### config.mk
export PLATFORM = sky130hd
export DESIGN_NAME = pps_phase_detector
export DESIGN_NICKNAME = d
export VERILOG_FILES = /design/src/rtl/pps_phase_detector.sv
export SDC_FILE = /design/constraint.sdc
export NUM_CORES = 1
export LEC_CHECK = 0
export CORE_UTILIZATION = 45
export DETAILED_ROUTE_END_ITERATION = 16
export PLACE_DENSITY = 0.61
export SETUP_SLACK_MARGIN = 0.2
export SLEW_MARGIN = 20
export SYNTH_ARGS = -nofsm -noshare
export SYNTH_HDL_FRONTEND = slang
export SYNTH_SLANG_ARGS = --single-unit
### constraint.sdc
create_clock -name CLK_Sys -period 7.2 [get_ports CLK_Sys]
set_clock_uncertainty 0.15 [all_clocks]
set_input_delay 1.44 -clock CLK_Sys [delete_from_list [all_inputs] [get_ports CLK_Sys]]
set_output_delay 1.44 -clock CLK_Sys [all_outputs]
set_load 0.005 [all_outputs]
### src/rtl/pps_phase_detector.sv
// Phase detector between the GPS 1PPS and the locally divided 1PPS.
// Measures the edge-to-edge offset in CLK_Sys cycles. The resulting correction
// drives the divider for exactly one local period. Also reports lock and
// missing-GPS conditions.
//
// state    | meaning
// ---------+-----------------------------------------------------------
// IDLE     | no measurement open, waiting for the first edge of a pair
// WAIT_GPS | local edge seen first, counting until the GPS edge
// WAIT_LOC | GPS edge seen first, counting until the local edge
// LATCH    | one cycle: turn the offset into a correction, update lock
// APPLY    | correction held on the outputs until the next local edge
module pps_phase_detector #(
  parameter int WINDOW   = 5_000_000,
  parameter int DEADBAND = 1,
  parameter int MAX_STEP = 4095,
  parameter int LOCK_TOL = 2,
  parameter int LOCK_CNT = 8
) (
  input  logic        CLK_Sys,
  input  logic        CLK_Rst,
  input  logic        _1PPS_GPS,
  input  logic        _1PPS_Local,
  output logic        Phase_Compensate_Type,
  output logic [11:0] Phase_Compensate,
  output logic        Phase_Valid,
  output logic        Phase_Lock,
  output logic        GPS_Miss
);

  localparam int          LW        = $clog2(LOCK_CNT + 1);
  localparam logic [23:0] WIN_LAST  = 24'(WINDOW - 1);
  localparam logic [23:0] DB_LIM    = 24'(DEADBAND);
  localparam logic [23:0] STEP_LIM  = 24'(MAX_STEP);
  localparam logic [11:0] STEP_SAT  = 12'(MAX_STEP);
  localparam logic [23:0] TOL_LIM   = 24'(LOCK_TOL);
  localparam logic [LW-1:0] LOCK_FULL = LW'(LOCK_CNT);

  typedef enum logic [2:0] {
    IDLE,
    WAIT_GPS,
    WAIT_LOC,
    LATCH,
    APPLY
  } state_t;

  state_t        state, state_nxt;
  logic [2:0]    gps_sync, loc_sync;
  logic          g_rise, l_rise;
  logic [23:0]   cnt, cnt_nxt;
  logic [23:0]   offset, offset_nxt;
  logic          dir, dir_nxt;
  logic [LW-1:0] lock_cnt, lock_cnt_nxt;
  logic [11:0]   comp_nxt;
  logic          comp_type_nxt, valid_nxt, lock_nxt, miss_nxt;
  logic          start_ok;

  // Identical 2-FF synchronizer plus edge register on both inputs so that
  // the GPS and local paths have the same latency and cancel in the offset.
  always_ff @(posedge CLK_Sys or negedge CLK_Rst) begin
    if (!CLK_Rst) begin
      gps_sync <= '0;
      loc_sync <= '0;
    end else begin
      gps_sync <= {gps_sync[1:0], _1PPS_GPS};
      loc_sync <= {loc_sync[1:0], _1PPS_Local};
    end
  end

  assign g_rise = gps_sync[1] & ~gps_sync[2];
  assign l_rise = loc_sync[1] & ~loc_sync[2];

  // State and datapath registers; every output is registered.
  always_ff @(posedge CLK_Sys or negedge CLK_Rst) begin
    if (!CLK_Rst) begin
      state                 <= IDLE;
      cnt                   <= '0;
      offset                <= '0;
      dir                   <= 1'b0;
      lock_cnt              <= '0;
      Phase_Compensate      <= '0;
      Phase_Compensate_Type <= 1'b0;
      Phase_Valid           <= 1'b0;
      Phase_Lock            <= 1'b0;
      GPS_Miss              <= 1'b0;
    end else begin
      state                 <= state_nxt;
      cnt                   <= cnt_nxt;
      offset                <= offset_nxt;
      dir                   <= dir_nxt;
      lock_cnt              <= lock_cnt_nxt;
      Phase_Compensate      <= comp_nxt;
      Phase_Compensate_Type <= comp_type_nxt;
      Phase_Valid           <= valid_nxt;
      Phase_Lock            <= lock_nxt;
      GPS_Miss              <= miss_nxt;
    end
  end

  // Next-state and output decode. The local edge that ends APPLY is reused
  // as the opening edge of the next measurement, so APPLY shares IDLE's
  // start logic through start_ok.
  always_comb begin
    state_nxt     = state;
    cnt_nxt       = cnt;
    offset_nxt    = offset;
    dir_nxt       = dir;
    lock_cnt_nxt  = lock_cnt;
    comp_nxt      = Phase_Compensate;
    comp_type_nxt = Phase_Compensate_Type;
    valid_nxt     = 1'b0;
    lock_nxt      = Phase_Lock;
    miss_nxt      = 1'b0;
    start_ok      = 1'b0;

    case (state)
      IDLE: start_ok = 1'b1;

      WAIT_GPS: begin
        if (g_rise) begin
          offset_nxt = cnt + 24'd1;
          dir_nxt    = 1'b0;
          state_nxt  = LATCH;
        end else if (cnt == WIN_LAST) begin
          miss_nxt     = 1'b1;
          lock_nxt     = 1'b0;
          lock_cnt_nxt = '0;
          state_nxt    = IDLE;
        end else begin
          cnt_nxt = cnt + 24'd1;
        end
      end

      WAIT_LOC: begin
        if (l_rise) begin
          offset_nxt = cnt + 24'd1;
          dir_nxt    = 1'b1;
          state_nxt  = LATCH;
        end else if (cnt == WIN_LAST) begin
          miss_nxt     = 1'b1;
          lock_nxt     = 1'b0;
          lock_cnt_nxt = '0;
          state_nxt    = IDLE;
        end else begin
          cnt_nxt = cnt + 24'd1;
        end
      end

      LATCH: begin
        // Saturation is decided on the full 24-bit offset before truncation.
        if (offset <= DB_LIM)
          comp_nxt = '0;
        else if (offset > STEP_LIM)
          comp_nxt = STEP_SAT;
        else
          comp_nxt = offset[11:0];
        comp_type_nxt = dir;
        valid_nxt     = 1'b1;
        if (offset <= TOL_LIM) begin
          if (lock_cnt != LOCK_FULL)
            lock_cnt_nxt = lock_cnt + LW'(1);
          lock_nxt = (lock_cnt_nxt == LOCK_FULL);
        end else begin
          lock_cnt_nxt = '0;
          lock_nxt     = 1'b0;
        end
        state_nxt = APPLY;
      end

      APPLY: begin
        if (l_rise) begin
          comp_nxt      = '0;
          comp_type_nxt = 1'b0;
          start_ok      = 1'b1;
        end
      end

      default: state_nxt = IDLE;
    endcase

    if (start_ok) begin
      if (g_rise && l_rise) begin
        offset_nxt = '0;
        dir_nxt    = 1'b0;
        state_nxt  = LATCH;
      end else if (l_rise) begin
        cnt_nxt   = '0;
        state_nxt = WAIT_GPS;
      end else if (g_rise) begin
        cnt_nxt   = '0;
        state_nxt = WAIT_LOC;
      end
    end
  end

endmodule
==> results.toml <==
[power_and_ir_drop]
powerDensity_mw_per_mm2 = 316
intPower_uw = 878
leakage_nw = 1.78
sw_frac_of_total = 0.368
power_frac_clock = 0.210
seqPwrFrac = 0.475
p_total_mw = 1.39
ir_drop_mv = 0.128
netSwitchingPower_uw = 512
power.share.combinational = 0.315

[clock_tree]
cts_resized = 0
clockBufferDepth = 2
cts_tree = "built"
clkSlewWorstSetupHoldPaths_ns = 0.08
clkLatencyLatePin_ns = 0.35
clock-sinks = 78
ctsHoldBuffers = 0
cts_max_level = 3
numCtsBuffers = 9
cts_setup_buffers = 0
root_buffer = "clkbuf_8"

[logic_synthesis]
synth_top_family_by_area = "simple AND/OR/NAND/NOR gates"
synth_edf_count = 0
synth_flop_cell = "dfrtp_1"
synth_nets = 439
synth.area.top_cells = "dfrtp_1 49%, nand2_1 4.8%, o21ai_0 4.6%"
synthDistinctLibCells = 51
syn_area_mm2 = 0.00401
synthAdderAreaFrac = 0.00936
ys_ff_latch = 78
synthMuxAreaShare = 0.0175
synth_simple_gate_area_frac = 0.227
async_reset_ff_frac = 1.00
yosys.area.top_type = "dfrtp_1"
synth_top_area_frac = 0.487
netlist_instances = 432
yosysSeqAreaShare = 0.487
ys_warn_count = 0
synth_xor_area_frac = 0.0524
syn_avg_cell_area_um2 = 9.28
synth_compound_area_frac = 0.169

[sta]
fin_ws_ns = 4.22
rsz0062_at_grt = "false"
min_period_ns = 2.98
setup_viol = 0
finalHoldViolCount = 0
post-route-period-util = 0.414
finalSetupTns_ns = 0
relSlewSlack = 0.313
worst_pin_slew_ns = 1.03
fmax_mhz = 336
maxSlewViolCount = 0
timing.hold.ws_ns = 0.205

[detailed_routing]
routedWlPerCell_um = 15.8
drt-total-wl_um = 8680
dr.pass1.iters = 10
drt-initial-drc-count = 161
ant_nets = 0
vias_per_cell = 5.91
remaining_drc_errors = 1
dr_total_vias = 3244

[floorplan]
rows = 34
die-area_mm2 = 0.00929
core_mm2 = 0.00868
start_util = 0.462
fp.dieW_um = 96.4
dieHeight_um = 96.4
ios = 20

[placement]
gp_congestion = 0.900
dp_slack_ns = 4.25
dp_hpwl_um = 5880
post_dp_cell_area_mm2 = 0.00423
port_buffers = 19
place_inst = 533

[global_routing]
grt_pass1_vias = 2910
grt_pass1_wl_um = 14600
antenna_found_initial = 0
grt_overflow = 0
grt_usage = 0.206
grt_max_degree = 79

[setup_path]
worst-path-max-fanout = 33
arrival_ns = 3.07
start_kind = "flip-flop"
cp.required_ns = 7.29
endpoint_kind = "flip-flop"
crit_type = "reg -> reg"

[layout]
final_cells = 549
final_area_mm2 = 0.00440
syn_to_final_growth_pct = 9.73
multi_input_area_mm2 = 0.00191
n_fill_cell = 845
seqCellArea_mm2 = 0.00195
fin_util = 0.507
drive_gt1_frac = 0.0658
fin_nets = 443
n_antenna_cell = 0

[run]
maxCapViolCount = 0

[hold_path]
hp-class = "reg -> reg"

[status]
outcome = "complete, but fails checks"
violations = "design-rule violations"
## placed cells by master, fill, tap and decap left out, types with 9 or more instances in the layout
master            n
dfrtp_1          78
nand2_1          51
o21ai_0          37
a21oi_1          33
nor2_1           22
nand3_1          21
clkdlybuf4s50_1  18
xor2_1           14
o31ai_1          12
or4_1            12
inv_1            11
nor3_1           11
xnor2_1          10
nand4_1           9
a211oi_1          9
clkbuf_8          9
## worst max-delay path, stage by stage (launching register included)
cell,delay (ns)
dfrtp_1,0.43
ha_1,0.26
nand4_2,0.20
nor4_2,0.42
and2_1,0.87
a2111oi_0,0.24
a211o_1,0.32
## cells in the mapped netlist (3+ instances only)
library cell   n
ha_1           3
nand2_1       51
inv_1         11
nand4b_1       3
dfrtp_1       78
nor2_1        22
nand3_1       21
nand4_1        9
and2_1         4
buf_2          8
a21oi_1       33
and3_1         6
clkbuf_1      18
o31ai_1       12
a211oi_1       9
nand2b_1       5
or4_1         12
nor4_1         7
mux2i_1        7
a31o_2         3
xnor2_1       10
xor2_1        14
o21ai_0       37
nor3_1        11
nor2b_1        4
## layout make-up
cell class,count,share of cell area
clock buffer,10,0.0290
clock inverter,6,0.00881
inverter,11,0.00938
multi-input combinational,316,0.434
sequential,78,0.444
tap,108,0.0307
timing repair buffer,20,0.0444
## final timing paths
kind / endpoint / from / slack, ns / depth (start not counted)
worst max register to register: state[0] / cnt[0] / 4.22 / 6
worst min register to register: loc_sync[1] / loc_sync[0] / 0.21 / 0
min in group asynchronous: offset[20] / CLK_Rst / 1.10 / 1
worst min-delay path: loc_sync[1] / loc_sync[0] / 0.21 / 0
worst max-delay path: state[0] / cnt[0] / 4.22 / 6
max in group asynchronous: gps_sync[2] / CLK_Rst / 5.16 / 1
## logic make-up after synthesis
| family | Yosys count |
|---|---|
| adder cells (fa/ha/maj) | 3 |
| buffers and inverters | 38 |
| XOR/XNOR | 24 |
| multiplexers | 7 |
| flip-flops | 78 |
| AO/OA/AOI/OAI | 112 |
| AND/OR/NAND/NOR | 170 |
## power groups by stage
stage / Sequential (mW) / Clock (mW) / Combinational [mW]
final: 0.660 / 0.292 / 0.438
after global routing: 0.682 / 0.318 / 0.504
after CTS: 0.660 / 0.300 / 0.439
after detailed placement: 0.669 / 0 / 0.438
after global placement: 0.664 / 0 / 0.430
after floorplan: 0.633 / 0 / 0.312
## state kept, by name (all words and copies together) (netlist names)
name	cells
Phase_Compensate_Type	1
cnt	24
GPS_Miss	1
loc_sync	3
Phase_Compensate	12
Phase_Lock	1
offset	24
lock_cnt	4
state	3
Phase_Valid	1
gps_sync	3
dir	1
## per-layer routing
layer | GRT usage | up-vias | routed length [µm]
met5 | 0 | - | 0
met2 | 0.301 | 89 | 3740
met4 | 0.0784 | 0 | 148
met1 | 0.305 | 1555 | 4360
li1 | - | 1586 | -
met3 | 0.0336 | 14 | 437
Note: power is estimated with default switching activity, not from simulation.
==> variant 1: new RTL, same flow settings <==
Reset style: synchronous (`CLK_Rst`), changed in 2 clocked blocks.
--- a/src/rtl/pps_phase_detector.sv
+++ b/src/rtl/pps_phase_detector.sv
@@ -57,7 +57,7 @@
 
   // Identical 2-FF synchronizer plus edge register on both inputs so that
   // the GPS and local paths have the same latency and cancel in the offset.
-  always_ff @(posedge CLK_Sys or negedge CLK_Rst) begin
+  always_ff @(posedge CLK_Sys) begin
     if (!CLK_Rst) begin
       gps_sync <= '0;
       loc_sync <= '0;
@@ -71,7 +71,7 @@
   assign l_rise = loc_sync[1] & ~loc_sync[2];
 
   // State and datapath registers; every output is registered.
-  always_ff @(posedge CLK_Sys or negedge CLK_Rst) begin
+  always_ff @(posedge CLK_Sys) begin
     if (!CLK_Rst) begin
       state                 <= IDLE;
       cnt                   <= '0;
Function: differs if CLK_Rst is asserted again (counterexample within 10 cycles, from zero or initial values and one cycle with CLK_Rst low); with CLK_Rst held inactive, the same outputs for 10 cycles.
==> variant 1 against the original RTL <==
- final cell count is 2.2% lower
- synthesized area is 9.5% lower
- routed wire length is 4.9% lower
- sequential share of layout area is 6.0 points lower
- worst setup slack worse by 0.088 ns
- critical path type is now primary input to flip-flop
- critical path depth is 2 lower
- sequential cell count stayed put
- first-iteration DRC count is 23% lower
- fmax is 2.9% lower
- final area is 7.4% lower
Power is not compared: it rests on default switching activity, and its combinational part moved more than twofold at a synthesized area within 25%.
==> variant 1: results (changes against the original RTL) <==
Status
  – Status: finished clean (was finished, violations left)

Critical path
  – Critical path endpoint: lock_cnt[3] (was state[0])
  – Setup crit start: CLK_Rst (was cnt[0])
  – Reg-to-Reg End: cnt[5] (was state[0])
  – Slowest stage delay, CP: 0.71 ns (was 0.87 ns)
  – CP max FO: 12 (was 33)
  – Reg2reg setup slack: 4.20 ns (was 4.22 ns)

Placed design
  – Placed inst area: 3860 um2 (was 4230 um2)
  – Detailed placement HPWL: 5730 um (was 5880 um)
  – Placer Congestion: 0.858 (was 0.900)

Drt
  – 1st-iter DRT viols: 124 (was 161)
  – Detailed Route WL: 8250 um (was 8680 um)
  – Met1 Wirelength: 4290 um (was 4360 um)
  – Drt first pass iters: 4 (was 10)

Logic synthesis
  – Register area share after synthesis: 0.430 (was 0.487)
  – Most common library cells after synthesis: dfxtp_1, nor2_1, nand2_1, a21oi_1, a211oi_1 (was dfrtp_1, nand2_1, o21ai_0, a21oi_1, nor2_1)
  – Fraction of registers with async set/reset: 0 (was 1.00)
  – Cells after Synth: 422 (was 432)
  – Post-synth cell types: 57 (was 51)

Layout
  – Filler cell count: 774 (was 845)
  – Finished Layout Cells: 537 (was 549)
  – Share of layout cells above drive strength 1: 0.0667 (was 0.0658)

Global routing
  – GRT Overall Usage: 0.210 (was 0.206)
  – Vias in the first global route: 2,816 (was 2,910)
  – Pin count of the biggest net entering global routing: 47 (was 79)

STA
  – Worst slew pin tran: 0.839 ns (was 1.03 ns)
## variant 1: cell types whose count changed after synthesis, moves of 7 or more
cell and delta:
a211oi_1 +15, o21ai_0 -15, dfxtp_1 +78, o31ai_1 -9
a21oi_1 -7, dfrtp_1 -78, nor2_1 +28, nand2_1 -18
nand3_1 -7
## variant 1: cell type report
| class | count | area [um2] | area share |
|---|---|---|---|
| tap | 102 | 128 | 0.0313 |
| multi-input combinational | 311 | 1920 | 0.472 |
| timing repair buffer | 22 | 213 | 0.0522 |
| clock buffer | 9 | 124 | 0.0304 |
| clock inverter | 7 | 95.1 | 0.0233 |
| inverter | 8 | 30.0 | 0.00737 |
| sequential | 78 | 1560 | 0.383 |
## variant 1: kinds of logic after synthesis
group           after synthesis  synth area share
compound gates              115             0.216
buf+inv                      33            0.0414
simple gates                167             0.239
flops                        78             0.430
mux                           2           0.00552
xor+xnor                     24            0.0579
fa+ha+maj                     3            0.0103
## variant 1: through the flow
stage,power [mW],setup WS (ns),utilization,hold WS [ns]
2_1_floorplan,0.490,4.63,-,0.262
5_1_grt,0.894,3.96,0.525,0.305
3_5_place_dp,0.504,3.76,0.496,0.276
6_report,0.860,4.13,0.525,0.289
4_1_cts,0.867,4.13,0.525,0.293
3_3_place_gp,0.504,3.81,0.496,0.265
## variant 1: worst register-to-register path, delay by kind of cell, from the launching register on
family | cells | cell delay [ns]
flops | 1 | 0.47
simple gates | 2 | 0.85
fa+ha+maj | 1 | 0.30
compound gates | 3 | 1.19
## variant 1: how the worst min path moves through the flow
stage | to | slack, ns | cells after the start
finish | Phase_Compensate[10] | 0.29 | 2
global route | Phase_Compensate[10] | 0.30 | 2
CTS | Phase_Compensate[10] | 0.29 | 2
detailed placement | loc_sync[1] | 0.28 | 1
global placement | loc_sync[1] | 0.27 | 1
floorplan | gps_sync[1] | 0.26 | 1
## variant 1: power groups by stage
stage	clock network (mW)	registers (mW)	logic, mW
floorplan	0	0.450	0.0399
global placement	0	0.452	0.0518
detailed placement	0	0.452	0.0521
CTS	0.373	0.442	0.0525
global route	0.393	0.443	0.0586
finish	0.366	0.442	0.0522
## variant 1: per-layer routing
layer | global-route usage | vias to the layer above
li1 | - | 1563
met2 | 0.297 | 50
met1 | 0.310 | 1448
met4 | 0.0964 | 0
met3 | 0.0323 | 9
met5 | 0 | -
==> variant 2: new RTL, same settings <==
Made on the original files. `LOCK_CNT`: 8 -> 32.
--- a/src/rtl/pps_phase_detector.sv
+++ b/src/rtl/pps_phase_detector.sv
@@ -15,7 +15,7 @@
   parameter int DEADBAND = 1,
   parameter int MAX_STEP = 4095,
   parameter int LOCK_TOL = 2,
-  parameter int LOCK_CNT = 8
+  parameter int LOCK_CNT = 32
 ) (
   input  logic        CLK_Sys,
   input  logic        CLK_Rst,
Check against the original RTL: same outputs for any inputs over 10 cycles, from zero or initial values and one cycle with CLK_Rst low; that may be too few to reach the edited logic, so the function may still have changed.
==> variant 2 against the original RTL <==
- routed wire length rose by 1.6%
- worst setup slack improved by 0.16 ns
- synthesized area rose by 1.7%
- highest routed layer unchanged
- sequential share of layout area rose by 0.22 points
- utilization rose by 0.54 points
- clock power rose by 6.8%
- power rose by 5.5%
- largest cell class unchanged
- final area rose by 2.0%
- sequential cell count rose by 2
- largest power group unchanged
==> variant 2: results (changes against the original RTL) <==
Placed design
  – Placed inst area: 4300 um2 (was 4230 um2)
  – Detailed placement HPWL: 5920 um (was 5880 um)
  – Placer Congestion: 0.776 (was 0.900)

Critical path
  – Reg-to-Reg End: cnt[16] (was state[0])
  – CP max FO: 2 (was 33)
  – Worst path top cell family by delay: buffers and inverters (was simple AND/OR/NAND/NOR gates)
  – Reg2reg setup slack: 4.45 ns (was 4.22 ns)
  – Arr. time, crit path: 1.23 ns (was 3.07 ns)
  – Critical path's slowest cell: clkdlybuf4s50_1 (was and2_1)

Layout
  – Share of layout cells above drive strength 1: 0.0683 (was 0.0658)
  – Antenna Diode Count: 0 (unchanged)

Logic synthesis
  – Syn Nets: 436 (was 439)
  – Register area share after synthesis: 0.491 (was 0.487)
  – Post-synth cell types: 55 (was 51)
  – Synth area leaders: dfrtp_1, a211oi_1, nand2_1 (was dfrtp_1, nand2_1, o21ai_0)
  – Compound-cell area share of the yosys netlist: 0.173 (was 0.169)
  – Most common library cells after synthesis: dfrtp_1, nand2_1, nor2_1, o21ai_0, a211oi_1 (was dfrtp_1, nand2_1, o21ai_0, a21oi_1, nor2_1)
  – Adder-cell share of the synthesized area: 0.00921 (was 0.00936)
  – Proportion of synthesized area in mux cells: 0.0123 (was 0.0175)

Global routing
  – GRT Overall Usage: 0.202 (was 0.206)
  – Pin count of the biggest net entering global routing: 81 (was 79)
  – First-pass GRT wire length: 15,200 um (was 14,600 um)

STA
  – Slew headroom: 0.334 (was 0.313)
  – WHS: 0.212 ns (was 0.205 ns)

Drt
  – Via-to-Cell Ratio: 5.73 (was 5.91)
  – Detailed Route WL: 8820 um (was 8680 um)
  – Drt first pass iters: 4 (was 10)
  – 1st-iter DRT viols: 138 (was 161)

Status
  – Status: finished clean (was finished, violations left)

Pwr
  – VDD IR-drop max: 0.138 mV (was 0.128 mV)
  – P_leak: 1.77 nW (was 1.78 nW)

CTS
  – Clock Latency Late Sink: 0.36 ns
variant 2: cell types whose count changed after synthesis, moves of 7 or more:
cell      change
o21ai_0      -12
nand3_1       -7
nand2_1       -7
nor2_1       +18
a211oi_1     +14
a21oi_1      -11
variant 2: metal layers:
metal  wire length (um)  global-route usage  share of wire
met3                222              0.0439          0.025
met2               4090               0.309           0.46
met1               4380               0.284           0.50
met4                128              0.0689          0.015
met5                  0                   0              0
variant 2: metrics by stage:
| step | util | setup slack [ns] | instances |
|---|---|---|---|
| 2_1_floorplan | - | 4.67 | 429 |
| 4_1_cts | 0.512 | 4.01 | 547 |
| 3_5_place_dp | 0.491 | 4.02 | 531 |
| 5_1_grt | 0.512 | 4.16 | 547 |
| 6_report | 0.512 | 4.38 | 547 |
| 3_3_place_gp | 0.491 | 4.20 | 531 |
variant 2: how the worst max path moves through the flow:
| stage | to | slack (ns) |
|---|---|---|
| 2_1_floorplan | cnt[20] | 4.67 |
| 5_1_grt | cnt[17] | 4.16 |
| 3_5_place_dp | cnt[16] | 4.02 |
| 4_1_cts | cnt[16] | 4.01 |
| 3_3_place_gp | cnt[23] | 4.20 |
| 6_report | Phase_Compensate[10] | 4.38 |
variant 2: cell type report:
cell class	count	area (um2)
inverters	9	33.8
repair buffers	20	199
multi-input cells	314	1940
clock inverters	4	28.8
clock buffers	12	155
well taps	108	135
flip-flops and latches	80	2000
fillers	809	4270
variant 2: cells by family (layout without fill, tap and decap cells):
logic type               count (synthesis)  count (layout)
adder cells (fa/ha/maj)                  3               3
buffers and inverters                   35              45
XOR/XNOR                                24              24
flip-flops                              80              80
multiplexers                             5               5
AND/OR/NAND/NOR                        176             176
AO/OA/AOI/OAI                          106             106
variant 2: power groups by stage:
stage,sequential (mW),clock [mW],combinational [mW]
detailed placement,0.706,0,0.462
finish,0.697,0.312,0.458
global placement,0.700,0,0.449
floorplan,0.665,0,0.327
global route,0.720,0.339,0.525
CTS,0.696,0.321,0.463
